--- config.mk ---
export PLATFORM = sky130hd
export DESIGN_NAME = uart_tx_arbiter
export DESIGN_NICKNAME = d
export VERILOG_FILES = /design/src/rtl/uart_pkg.sv /design/src/rtl/rr_arbiter.sv /design/src/rtl/uart_tx_arbiter.sv
export SDC_FILE = /design/constraint.sdc
export NUM_CORES = 1
export LEC_CHECK = 0
export BUFFER_PORTS_ARGS = -buffer_cell sky130_fd_sc_hd__buf_2
export CAP_MARGIN = 20
export CORE_MARGIN = 2
export CORE_UTILIZATION = 46
export DETAILED_ROUTE_END_ITERATION = 7
export PLACE_DENSITY_LB_ADDON = 0.1
export SYNTH_ARGS = -nofsm -noshare
export SYNTH_HDL_FRONTEND = slang
export SYNTH_SLANG_ARGS = --single-unit
--- constraint.sdc ---
create_clock -name clk -period 7.7 [get_ports clk]
set_input_delay 1.54 -clock clk [delete_from_list [all_inputs] [get_ports clk]]
set_output_delay 1.54 -clock clk [all_outputs]
set_load 0.02 [all_outputs]
--- src/rtl/uart_pkg.sv ---
// Shared types for the UART transmit arbiter.
package uart_pkg;

    localparam int unsigned ByteW = 8;

    typedef enum logic [1:0] {
        RESYNC     = 2'd0,
        IDLE       = 2'd1,
        WAIT_START = 2'd2,
        WAIT_DONE  = 2'd3
    } uart_arb_state_e;

endpackage

--- src/rtl/rr_arbiter.sv ---
// Combinational round-robin arbiter: scans upward from last+1 with wrap, one-hot grant out.
module rr_arbiter #(
    parameter int unsigned N = 4
) (
    input  logic [N-1:0]         req,
    input  logic [$clog2(N)-1:0] last,
    output logic [N-1:0]         gnt,
    output logic [$clog2(N)-1:0] gnt_idx
);

    localparam int unsigned IdxW = $clog2(N);

    always_comb begin
        int unsigned idx;
        logic        found;
        gnt     = '0;
        gnt_idx = '0;
        found   = 1'b0;
        idx     = 0;
        for (int unsigned off = 1; off <= N; off++) begin
            idx = (32'(last) + off) % N;
            if (!found && req[idx]) begin
                gnt[idx] = 1'b1;
                gnt_idx  = idx[IdxW-1:0];
                found    = 1'b1;
            end
        end
    end

endmodule

--- src/rtl/uart_tx_arbiter.sv ---
// Round-robin share of one toggle-triggered UART transmitter among NUM_REQ byte producers.
// Optional start watchdog enabled by defining UART_TX_ARB_WDOG_EN.
module uart_tx_arbiter
    import uart_pkg::*;
#(
    parameter int unsigned NUM_REQ     = 4,
    parameter int unsigned WDOG_CYCLES = 16
) (
    input  logic                       clk,
    input  logic                       rst_n,
    input  logic [NUM_REQ-1:0]         req_valid,
    input  logic [ByteW*NUM_REQ-1:0]   req_data,
    output logic [NUM_REQ-1:0]         req_ready,
    output logic [ByteW-1:0]           uart_data,
    output logic                       uart_send,
    input  logic                       uart_sending,
    output logic [$clog2(NUM_REQ)-1:0] grant_id,
    output logic                       busy,
    output logic                       wdog_err
);

    localparam int unsigned IdxW = $clog2(NUM_REQ);

    uart_arb_state_e state_q, state_d;
    logic [IdxW-1:0]  last_q, last_d;
    logic [IdxW-1:0]  gid_q, gid_d;
    logic [ByteW-1:0] data_q, data_d;
    logic             send_q, send_d;
    logic             quiet_q, quiet_d;

    logic [NUM_REQ-1:0] gnt;
    logic [IdxW-1:0]    gnt_idx;
    logic [ByteW-1:0]   win_byte;

    rr_arbiter #(
        .N(NUM_REQ)
    ) u_rr_arbiter (
        .req     (req_valid),
        .last    (last_q),
        .gnt     (gnt),
        .gnt_idx (gnt_idx)
    );

    always_comb begin
        win_byte = '0;
        for (int unsigned i = 0; i < NUM_REQ; i++) begin
            if (gnt[i]) win_byte = req_data[ByteW*i +: ByteW];
        end
    end

`ifdef UART_TX_ARB_WDOG_EN
    localparam int unsigned CntW = $clog2(WDOG_CYCLES + 1);
    logic [CntW-1:0] wcnt_q, wcnt_d;
    logic            wdog_q, wdog_d;
`else
    logic unused_wdog_cfg;
    assign unused_wdog_cfg = ^WDOG_CYCLES;
`endif

    always_comb begin
        state_d   = state_q;
        last_d    = last_q;
        gid_d     = gid_q;
        data_d    = data_q;
        send_d    = send_q;
        quiet_d   = quiet_q;
        req_ready = '0;
`ifdef UART_TX_ARB_WDOG_EN
        wcnt_d    = wcnt_q;
        wdog_d    = 1'b0;
`endif
        unique case (state_q)
            // The transmitter may be draining a frame started by our reset edge on uart_send.
            RESYNC: begin
                if (!uart_sending) begin
                    quiet_d = 1'b1;
                    if (quiet_q) state_d = IDLE;
                end else begin
                    quiet_d = 1'b0;
                end
            end
            IDLE: begin
                req_ready = gnt;
                if (|gnt) begin
                    data_d  = win_byte;
                    send_d  = ~send_q;
                    last_d  = gnt_idx;
                    gid_d   = gnt_idx;
                    state_d = WAIT_START;
`ifdef UART_TX_ARB_WDOG_EN
                    wcnt_d  = '0;
`endif
                end
            end
            WAIT_START: begin
                if (uart_sending) begin
                    state_d = WAIT_DONE;
                end
`ifdef UART_TX_ARB_WDOG_EN
                else if (wcnt_q == CntW'(WDOG_CYCLES - 1)) begin
                    wdog_d  = 1'b1;
                    state_d = IDLE;
                end else begin
                    wcnt_d = wcnt_q + 1'b1;
                end
`endif
            end
            WAIT_DONE: begin
                if (!uart_sending) state_d = IDLE;
            end
            default: state_d = RESYNC;
        endcase
    end

    always_ff @(posedge clk or negedge rst_n) begin
        if (!rst_n) begin
            state_q <= RESYNC;
            last_q  <= IdxW'(NUM_REQ - 1);
            gid_q   <= '0;
            data_q  <= '0;
            send_q  <= 1'b0;
            quiet_q <= 1'b0;
        end else begin
            state_q <= state_d;
            last_q  <= last_d;
            gid_q   <= gid_d;
            data_q  <= data_d;
            send_q  <= send_d;
            quiet_q <= quiet_d;
        end
    end

`ifdef UART_TX_ARB_WDOG_EN
    always_ff @(posedge clk or negedge rst_n) begin
        if (!rst_n) begin
            wcnt_q <= '0;
            wdog_q <= 1'b0;
        end else begin
            wcnt_q <= wcnt_d;
            wdog_q <= wdog_d;
        end
    end
    assign wdog_err = wdog_q;
`else
    assign wdog_err = 1'b0;
`endif

    assign uart_data = data_q;
    assign uart_send = send_q;
    assign grant_id  = gid_q;
    assign busy      = (state_q != IDLE);

endmodule

# Yosys cells after proc, flatten, opt, wreduce, memory -nomap -nowiden
# Index checks and enable logic that the tools add are counted.
# W data, S select, Z words.
# classes
n_div,0
n_eq_ne,9
n_mux,39
addsub,4
shift,0
n_lt_le_gt_ge,8
mul,0
n_bitwise,4
n_reduce_logical,14
# ops
operator,n
$mux W8,4
$mux W4,5
$mux W2,9
$lt A2 B3 Y1 const B,4
$mux W1,12
$or A4 B4 Y4,3
$ne A2 B2 Y1 const B,5
$bmux W1 S2,4
$demux W1 S2,4
$ge A2 B1 Y1 const B,4
$pmux W2 S4,1
$logic_and A1 B1 Y1,7
$reduce_and A5 Y1,1
$add A2 B1 Y2 const B,2
$add A2 B2 Y2 const B,2
$eq A2 B2 Y1 const B,2
$reduce_or A4 Y1,1
$logic_not A1 Y1,3
$eq A2 B1 Y1 const B,1
$logic_not A2 Y1,1
$ne A2 B1 Y1 const B,1
$reduce_and A2 Y1,1
$not A1 Y1,1
# word_totals
inputBits,39
wordCells,84
memories,0
reg_bits,16
latch_bits,0
ramBits,0
romBits,0

# Depth between registers and ports, before layout
# Gate-level depths: netlist of run 1.
# logic_depth
ltp_word,17
mapped_depth,13

# Modules after synthesis
# A second synthesis of run 1 with hierarchy kept.
# hier_totals
hier_cells,157
area_unflattened_um2,1486.4
# by_module_without_submodules
mod,seq_area_each_um2,area_per_inst_um2,n_inst,cells_each
uart_tx_arbiter,402.9,940.9,1,89
rr_arbiter,0.0,545.5,1,68

# Worst setup path before layout of run 1
# No wires, ideal clock.
# synth_path
path_kind,input to output
startpoint,input req_valid[3]
endpoint,output req_ready[2]
arrival_ns,3.168
required_ns,6.160
stages,7
path_buffers,2
path_slack_ns,2.992
cell_sequence,buf_2 -> mux4_2 -> nor2b_1 -> a22o_1 -> a221oi_4 -> buf_2 -> nor2_1
# synth_between
elab_chain_cells,13
elab_cells_between_ends,25
classes_between,16 x mux; 3 x bitwise; 6 x reduce/logical
# synth_rtl
element,line_no,rtl
from (decl),uart_tx_arbiter.sv:11,"input logic [NUM_REQ-1:0] req_valid,"
$bmux W1 S2,rr_arbiter.sv:22,if (!found && req[idx]) begin
$mux W1 (not written as such),rr_arbiter.sv:22,
$mux W1,rr_arbiter.sv:22,
$logic_not A1 Y1,rr_arbiter.sv:22,
$logic_and A1 B1 Y1,rr_arbiter.sv:22,
$mux W1,rr_arbiter.sv:22,
$logic_not A1 Y1,rr_arbiter.sv:22,
$logic_and A1 B1 Y1,rr_arbiter.sv:22,
$mux W1,rr_arbiter.sv:22,
$logic_not A1 Y1,rr_arbiter.sv:22,
$logic_and A1 B1 Y1,rr_arbiter.sv:22,
$mux W4 *,rr_arbiter.sv:22,
$mux W4 *,uart_tx_arbiter.sv:72,unique case (state_q)
to (decl),uart_tx_arbiter.sv:13,"output logic [NUM_REQ-1:0] req_ready,"
# Mark *: on every way between the ends. The rest lies on a longest branch, timed or not. The select of a mux whose other input is x is not followed.

# Worst setup path after layout of run 1
# layout_path
startpoint,register last_q[0]
endpoint,output req_ready[1]
# layout_between
elab_chain_cells,14
elab_cells_between_ends,49
classes_between,4 x add/sub; 8 x order compare; 24 x mux; 3 x bitwise; 10 x reduce/logical
# layout_rtl
element,line_no,rtl
from (decl),uart_tx_arbiter.sv:25,"logic [IdxW-1:0] last_q, last_d;"
from (signal assigned),uart_tx_arbiter.sv:118,last_q <= IdxW'(NUM_REQ - 1);
from (signal assigned),uart_tx_arbiter.sv:125,last_q <= last_d;
branches (longest 12 deep; another with $lt A2 B3 Y1),--,
$mux W4 *,rr_arbiter.sv:22,
$mux W4 *,uart_tx_arbiter.sv:72,
# Mark *: on every way between the ends. The select of a mux whose other input is x is not followed.

==> reports/qor.txt, run 1 <==
status - finished, final reports clean
sequential share of the synthesized area - 25.0%
Simple-Gate Fraction of Synth Area - 15.4%
Register-to-Register Path Depth - 7
FMAX - 0.196 GHz
port buffer count - 54
Post-synth EDFFs - 0
hpwl dp - 2900 um
post-synthesis mux area share - 8.38%
CTS Buf Count - 3
Leak Pwr - 0.870 nW
Max FO, Critical Path - 13
Worst slew margin - 39.3%
IO Pins - 56
Synth Area in Compound Gates - 30.4%
first-pass GRT wire length - 6330 um
Die W - 63.2 um
Post-DRT Antenna Nets - 0
Post-Syn Area - 0.00161 mm^2
largest net degree at the start of global routing - 23
post-synthesis adder-cell area fraction - 10.1%
setup violators final - 0
minimum hold slack - 463 ps
vias in the first global route - 1,352
Starting Density - 48.0%
main flop type after synthesis - dfrtp_1
post-synth cell types - 46
die area - 0.00400 mm^2
syn_nets - 225
GRT Util Overall - 19.6%
commonest non-fill, non-tap cell in the layout - buf_2
Resized Gates After CTS - 0
Worst Hold Class - flop to flop
Post-CTS Hold Fix Bufs - 0
Num Clock Sinks - 16
setup bufs post-CTS - 0
Post-Route Skew - 6.98 ps
Synth Instances - 173
Final Hold Viols - 0
Setup crit start kind - flop
R2R Setup Slk - 3620 ps
MaxCap Viol Count - 0
Worst VDD drop - 0.201 mV
flops & latches, synth - 16
min Tclk post-route - 5090 ps
diode count - 0
endpoint type of the worst setup path - output pin
reg2reg start - last_q[0]
RSZ-0062 raised after global routing - false
clock root buffer - clkbuf_4
initial antenna violation count - 0
Skew-Pair Late Insertion Delay - 290 ps
share of layout cells above drive strength 1 - 34.1%
FP Rows - 21
Crit path required time - 6160 ps
height of the die - 63.2 um
power per cell area - 497 mW/mm^2
R2R Path End - grant_id[1]
final net count - 270
Core Region - 0.00336 mm^2
setup tns final - 0 ps
Hold Startpoint - uart_send
CTS tree - yes
vias per cell - 5.74
Remaining DRCs - 0
CTS Buffer Depth - 2
grt ovf - 0
Mapped Avg Cell Area - 9.32 um^2
htree depth - 1
Syn. warnings - 0
Routed WL - 3840 um
Worst-path clk slew - 90 ps
Slew Viols, Final - 0
hold worst-path end - uart_send
ys async rst share - 100%
vias - 1,510
xor and xnor area share after synthesis - 0.543%
main combinational cell family by area after synthesis - compound AO/OA/AOI/OAI gates
hold path cells - 1
DRT Pass-1 Iters - 4
Layout area overhead - 16.0%
post-route cell area - 0.00187 mm^2
initial DRC count - 82
routability cong. - 0.794
most frequent cells in the layout - buf_2 (54), inv_1 (17), nor2_1 (16)
worst-margin pin slew - 910 ps
placed cell areas - 0.00184 mm^2
WL per Instance - 14.6 um
final worst-path cycle share - 66.2%
fin util - 55.6%
Critical Path AT - 3550 ps
critical path type - flop to output pin
==> per-stage QoR <==
| step | setup WS [ps] | total power, mW | instances |
|---|---|---|---|
| after floorplan | 2990 | 0.751 | 173 |
| after detailed placement | 2630 | 0.881 | 259 |
| after global placement | 2700 | 0.868 | 259 |
| after global routing | 2410 | 1.01 | 263 |
| final | 2610 | 0.930 | 263 |
| after CTS | 2620 | 0.929 | 263 |
==> synth_stat cells, types with 3 or more instances <==
library cell,count,share of area (%)
o221ai_1,8,4.3
buf_4,6,2.8
and3b_1,3,1.6
a221oi_2,4,3.7
nor2_1,16,3.7
mux2i_1,3,1.9
nor3b_1,9,4.2
dfrtp_1,14,22
nand2_1,11,2.6
a31oi_1,8,3.1
o21ai_0,10,3.1
a221o_1,3,1.9
inv_1,17,4.0
a21oi_1,4,1.2
ha_1,13,10
a22o_1,3,1.6
o21ai_1,3,0.93
buf_2,5,1.6
==> how the worst max path moves through the flow <==
stage	from	end	slack (ps)	cells past startpoint
6_report	last_q[0]	req_ready[1]	2610	7
5_1_grt	last_q[0]	req_ready[1]	2410	7
4_1_cts	last_q[0]	req_ready[1]	2620	7
3_5_place_dp	req_valid[3]	req_ready[1]	2630	6
3_3_place_gp	req_valid[3]	req_ready[1]	2700	6
2_1_floorplan	req_valid[3]	req_ready[2]	2990	7
==> routing by layer <==
layer / track usage (%) / part of all wire, %
met5: 0 / 0
met4: 6.52 / 1.4
met3: 1.96 / 4.5
met2: 29.9 / 46
met1: 28.9 / 48
==> kinds of logic after synthesis <==
family                   after synthesis
flip-flops                            16
AND/OR/NAND/NOR                       46
XOR/XNOR                               1
other                                  1
adder cells (fa/ha/maj)               13
multiplexers                          10
buffers and inverters                 31
AO/OA/AOI/OAI                         55
==> report_power, final <==
part	switching, mW	internal [mW]	leakage (nW)
combinational	0.429	0.269	0.673
sequential	0.0481	0.138	0.182
clock	0.0261	0.0201	0.0150
total	0.503	0.427	0.870
==> area by class of cell <==
class | instances | area, um^2
Clock buffer | 4 | 26.3
Fill cell | 332 | 1490
Inverter | 17 | 63.8
Multi-Input combinational cell | 126 | 1050
Sequential cell | 16 | 403
Tap cell | 46 | 57.6
Timing Repair Buffer | 54 | 270
==> critical path, cell delays in order, from the launching register on <==
cell and delay, ps:
dfstp_2 730, inv_1 240, ha_1 570, mux4_2 460
a221o_1 400, a221oi_2 610, nor2_1 70, buf_2 180
==> sequential cells by signal, indices dropped and copies added (netlist names) <==
| signal | flops |
|---|---|
| state_q | 2 |
| quiet_q | 1 |
| last_q | 2 |
| grant_id | 2 |
| uart_data | 8 |
| uart_send | 1 |
Note: power is estimated with default switching activity, not from simulation.
==> inputs of run 2 (changes only) <==
--- a/config.mk
+++ b/config.mk
@@ -5,6 +5,7 @@
 export SDC_FILE = /design/constraint.sdc
 export NUM_CORES = 1
 export LEC_CHECK = 0
+export ABC_AREA = 1
 export BUFFER_PORTS_ARGS = -buffer_cell sky130_fd_sc_hd__buf_2
 export CAP_MARGIN = 20
 export CORE_MARGIN = 2
==> constraint.sdc (replaced) <==
create_clock -name clk -period 4.4 [get_ports clk]
set_input_delay 0.88 -clock clk [delete_from_list [all_inputs] [get_ports clk]]
set_output_delay 0.88 -clock clk [all_outputs]
set_load 0.02 [all_outputs]
==> reports/qor.txt, run 2 <==
final worst-path cycle share - 83.6%
grt ovf - 0 (unchanged)
placed cell areas - 0.00205 mm^2 (+11%)
Die W - 66.1 um (+4.6%)
Post-DRT Antenna Nets - 0 (unchanged)
Setup crit start kind - flop
height of the die - 66.1 um (+4.6%)
hold path cells - 2 (+1)
ys async rst share - 100% (unchanged)
Critical Path AT - 2800 ps (-750 ps)
Starting Density - 48.1% (+0.18 points)
share of layout cells above drive strength 1 - 37.2% (+3.1 points)
diode count - 0 (unchanged)
Remaining DRCs - 0 (unchanged)
top sig layer - met4
setup tns final - 0 ps (unchanged)
hpwl dp - 3140 um (+8.4%)
vias in the first global route - 1,506 (+11%)
Syn. warnings - 0 (unchanged)
commonest non-fill, non-tap cell in the layout - buf_2
GRT Util Overall - 18.9% (-0.67 points)
min Tclk post-route - 3680 ps
htree depth - 1 (unchanged)
setup bufs post-CTS - 0 (unchanged)
endpoint type of the worst setup path - output pin
flops & latches, synth - 16 (unchanged)
DRT Pass-1 Iters - 4 (unchanged)
Skew-Pair Late Insertion Delay - 240 ps (-50 ps)
routability cong. - 0.901 (+13%)
non-filler cells, final - 325 (+24%)
R2R Setup Slk - 1530 ps (-2090 ps)
FP Rows - 22 (+4.8%)
Num Clock Sinks - 16 (unchanged)
first-pass GRT wire length - 6520 um (+2.9%)
most frequent cells in the layout - buf_2 (54), nand2_1 (42), a21oi_1 (29)
status - finished, final reports clean
final setup margin - 722 ps (-1880 ps)
CTS Buf Count - 3 (unchanged)
reg2reg start - last_q[0]
Final Hold Viols - 0 (unchanged)
dominant cell type by area after synthesis - dfrtp_1
CTS tree - yes
Synth Instances - 224 (+29%)
Worst slew margin - 64.8% (+25 points)
Post-synth EDFFs - 0 (unchanged)
Metal-1 WL - 1690 um (-9.2%)
RSZ-0062 raised after global routing - false
dpl cells - 321 (+24%)
Post-Syn Area - 0.00178 mm^2 (+10%)
post-synth top area share - 19.7% (-2.0 points)
Synth area leaders - dfrtp_1 (20%), ha_1 (9.2%), nand2_1 (8.9%)
max reg flops - 8 (unchanged)
vias per cell - 4.89 (-15%)
post-synth cell types - 31 (-33%)
Worst-path clk slew - 60 ps (-30 ps)
post-route cell area - 0.00210 mm^2 (+12%)
synth cell count leaders - nand2_1 (42), a21oi_1 (29), inv_1 (28)
Post-Route Skew - 0.909 ps (-6.07 ps)
die area - 0.00437 mm^2 (+9.4%)
most common cell in the netlist - nand2_1
Crit path required time - 3520 ps (-2640 ps)
vias - 1,589 (+5.2%)
Layout area overhead - 18.5%
FMAX - 0.272 GHz
initial antenna violation count - 0 (unchanged)
Routed met3 length - 140 um (-18%)
clock root buffer - clkbuf_8
syn_nets - 276 (+23%)
DR WL met2 - 2000 um (+14%)
WL per Instance - 12.0 um (-18%)
Mapped Avg Cell Area - 7.93 um^2 (-15%)
Worst Hold Class - flop to flop
Resized Gates After CTS - 0 (unchanged)
Register-to-Register Path Depth - 14 (+7)
R2R Path End - grant_id[1]
Max FO, Critical Path - 12 (-1)
main flop type after synthesis - dfrtp_1
CTS Buffer Depth - 2 (unchanged)
Slew Viols, Final - 0 (unchanged)
IO Pins - 56 (unchanged)
worst-margin pin slew - 528 ps (-382 ps)
final net count - 330 (+22%)
hold worst-path end - grant_id[0]
pre-CTS WS - 1010 ps (-1620 ps)
port buffer count - 54 (unchanged)
Hold Startpoint - grant_id[0]
MaxCap Viol Count - 0 (unchanged)
largest net degree at the start of global routing - 18 (-22%)
Routed WL - 3900 um (+1.7%)
critical path type - flop to output pin
Post-CTS Hold Fix Bufs - 0 (unchanged)
setup violators final - 0 (unchanged)
initial DRC count - 62 (-24%)
Core Region - 0.00369 mm^2 (+9.7%)
sequential share of the synthesized area - 22.7% (-2.3 points)
[run 2: cell count changes after synthesis, sizes merged, moves of 5 or more]
cell / previous run / this run
nand2: 12 / 53
a21oi: 4 / 38
nand3: 0 / 27
inv: 17 / 33
o21ai: 13 / 3
nor3b: 9 / 0
buf: 13 / 5
o221ai: 8 / 0
nor2: 16 / 23
a221oi: 6 / 0
a31oi: 8 / 2
mux2: 5 / 0
[run 2: stage by stage]
stage / util (%) / hold WS (ps)
2_1_floorplan: - / 453
3_3_place_gp: 55.5 / 459
3_5_place_dp: 55.5 / 462
4_1_cts: 57.0 / 479
5_1_grt: 57.0 / 496
6_report: 57.0 / 471
[run 2: final cells by class]
type,instances,area [um^2]
clock buffer,4,55.1
fill,379,1590
inverter,34,135
multi-input combinational,169,1180
sequential,16,403
tap,48,60.1
timing repair buffer,54,270
[run 2: worst max path at each step]
stage | start | end | slack, ps | cells past startpoint
after floorplan | last_q[0] | req_ready[1] | 1180 | 11
after global placement | last_q[0] | req_ready[1] | 1080 | 11
after detailed placement | last_q[0] | req_ready[1] | 1010 | 11
after CTS | last_q[0] | req_ready[1] | 740 | 11
after global routing | last_q[1] | req_ready[1] | 520 | 11
final | last_q[0] | req_ready[1] | 720 | 11
[run 2: cell families after synthesis]
kind of cell / count (synthesis) / share of synthesized area (%)
fa+ha+maj: 13 / 9.16
buf+inv: 39 / 10.9
other cells: 1 / 0.211
compound gates: 49 / 17.5
simple gates: 105 / 38.6
xor+xnor: 1 / 0.916
flops: 16 / 22.7
[run 2: critical path, cell delays in order (launching register included)]
cell	delay, ps
dfstp_2	710
inv_8	90
ha_1	370
inv_1	120
nand3_1	90
nand2_1	110
nor2_4	170
nand3_1	140
nand3_4	200
clkinv_1	240
nor2_1	130
buf_2	170
[run 2: routing by layer]
metal / vias up / GRT usage [%]
met2: 40 / 34.3
met5: - / 0
met4: 0 / 7.40
li1: 830 / -
met1: 710 / 22.7
met3: 9 / 2.04
Power of run 2 is left out: the tool's default activity adds up to more than one toggle a clock period on the data nets, which glitch-free logic cannot reach.
==> inputs of run 3 (changes only) <==
==> constraint.sdc (replaced) <==
create_clock -name clk -period 3.06 [get_ports clk]
set_input_delay 0.612 -clock clk [delete_from_list [all_inputs] [get_ports clk]]
set_output_delay 0.612 -clock clk [all_outputs]
set_load 0.02 [all_outputs]
==> reports/qor.txt, run 3 (synthesis results as in run 2) <==
Worst-path clk slew - 60 ps (about the same)
largest net degree at the start of global routing - 17 (-1)
diode count - 0 (unchanged)
share of layout cells above drive strength 1 - 39.5% (+2.3 points)
Skew-Pair Late Insertion Delay - 250 ps (about the same)
Crit path required time - 2450 ps (-1070 ps)
initial antenna violation count - 0 (unchanged)
IO Pins - 56 (unchanged)
Starting Density - 48.1% (unchanged)
final net count - 339 (+2.7%)
Layout area overhead - 23.0%
vias - 1,618 (+1.8%)
hpwl dp - 3150 um (+0.32%)
port buffer count - 54 (unchanged)
placed cell areas - 0.00209 mm^2 (+2.2%)
endpoint type of the worst setup path - output pin
Core Region - 0.00369 mm^2 (unchanged)
max reg flops - 8 (unchanged)
clock root buffer - clkbuf_8
DRT Pass-1 Iters - 4 (unchanged)
initial DRC count - 70 (+13%)
MaxCap Viol Count - 0 (unchanged)
routability cong. - 0.858 (-4.7%)
commonest non-fill, non-tap cell in the layout - buf_2
FMAX - 0.349 GHz
RSZ-0062 raised after global routing - false
CTS tree - yes
Multi-input gate area - 0.00119 mm^2 (+1.1%)
post-route cell area - 0.00218 mm^2 (+3.8%)
GRT Util Overall - 18.3% (-0.66 points)
CTS Buf Count - 3 (unchanged)
fin util - 59.2% (+2.2 points)
min Tclk post-route - 2870 ps
Post-CTS Hold Fix Bufs - 0 (unchanged)
first-pass GRT wire length - 6210 um (-4.8%)
Post-Route Skew - 1.74 ps (+0.835 ps)
final worst-path cycle share - 93.7%
die area - 0.00437 mm^2 (unchanged)
status - finished, final reports clean
Slew Viols, Final - 0 (unchanged)
grt ovf - 0 (unchanged)
filler cell count - 371 (-2.1%)
Sequential cell area - 403 um^2 (unchanged)
setup tns final - 0 ps (unchanged)
Setup crit start kind - flop
vias in the first global route - 1,443 (-4.2%)
vias per cell - 4.84 (-0.92%)
Num Clock Sinks - 16 (unchanged)
height of the die - 66.1 um (unchanged)
Remaining DRCs - 0 (unchanged)
Critical Path AT - 2260 ps (-540 ps)
most frequent cells in the layout - buf_2 (54), nand2_1 (42), a21oi_1 (29)
FP Rows - 22 (unchanged)
Max FO, Critical Path - 9 (-3)
setup violators final - 0 (unchanged)
WL per Instance - 11.4 um (-5.4%)
Die W - 66.1 um (unchanged)
Post-DRT Antenna Nets - 0 (unchanged)
htree depth - 1 (unchanged)
CTS Buffer Depth - 2 (unchanged)
Routed WL - 3790 um (-2.8%)
R2R Setup Slk - 540 ps (-990 ps)
critical path type - flop to output pin
Worst Hold Class - input pin to async pin
Final Hold Viols - 0 (unchanged)
-- run 3: area by class of cell --
type / count / area share (%)
flip-flops and latches: 16 / 18.5
clock buffers: 4 / 2.52
well taps: 48 / 2.75
inverters: 34 / 6.19
multi-input cells: 169 / 54.6
repair buffers: 63 / 15.5
-- run 3: timing repair --
| item | in CTS | in global routing |
|---|---|---|
| endpoints found under the setup margin | 0 | 4 |
| resized for setup | 0 | 1 |
| setup buffers | 0 | 3 |
| hold endpoints to repair | 0 | 0 |
-- run 3: worst max-delay path, stage by stage, from the launching register on --
cell	delay, ps
dfstp_2	570
inv_1	130
ha_4	310
inv_1	80
nand3_1	90
nand2_1	100
nor2_4	140
nand3_1	130
nand3_4	110
inv_2	80
nor2_1	100
buf_2	170
-- run 3: per-layer routing --
metal | GRT usage, % | vias up | routed length, um
li1 | - | 850 | -
met3 | 2.39 | 4 | 168
met5 | 0 | - | 0
met4 | 4.59 | 0 | 38
met1 | 22.6 | 730 | 1630
met2 | 33.1 | 34 | 1960
-- run 3: final timing paths --
| check | from | to | cells after the start |
|---|---|---|---|
| max reg2reg | last_q[1] | grant_id[1] | 14 |
| min in group clk | grant_id[0] | grant_id[0] | 2 |
| max | last_q[1] | req_ready[3] | 11 |
| max in group asynchronous | rst_n | last_q[1] | 1 |
| min | rst_n | quiet_q | 1 |
| min reg2reg | grant_id[0] | grant_id[0] | 2 |
-- run 3: through the flow --
stage	worst slack [ps]	cells	hold WS, ps
after global placement	293	327	461
final	191	334	261
after detailed placement	281	327	466
after floorplan	113	224	316
after CTS	2.51	331	274
after global routing	9.34	334	295
Power of run 3 is left out for the same reason.
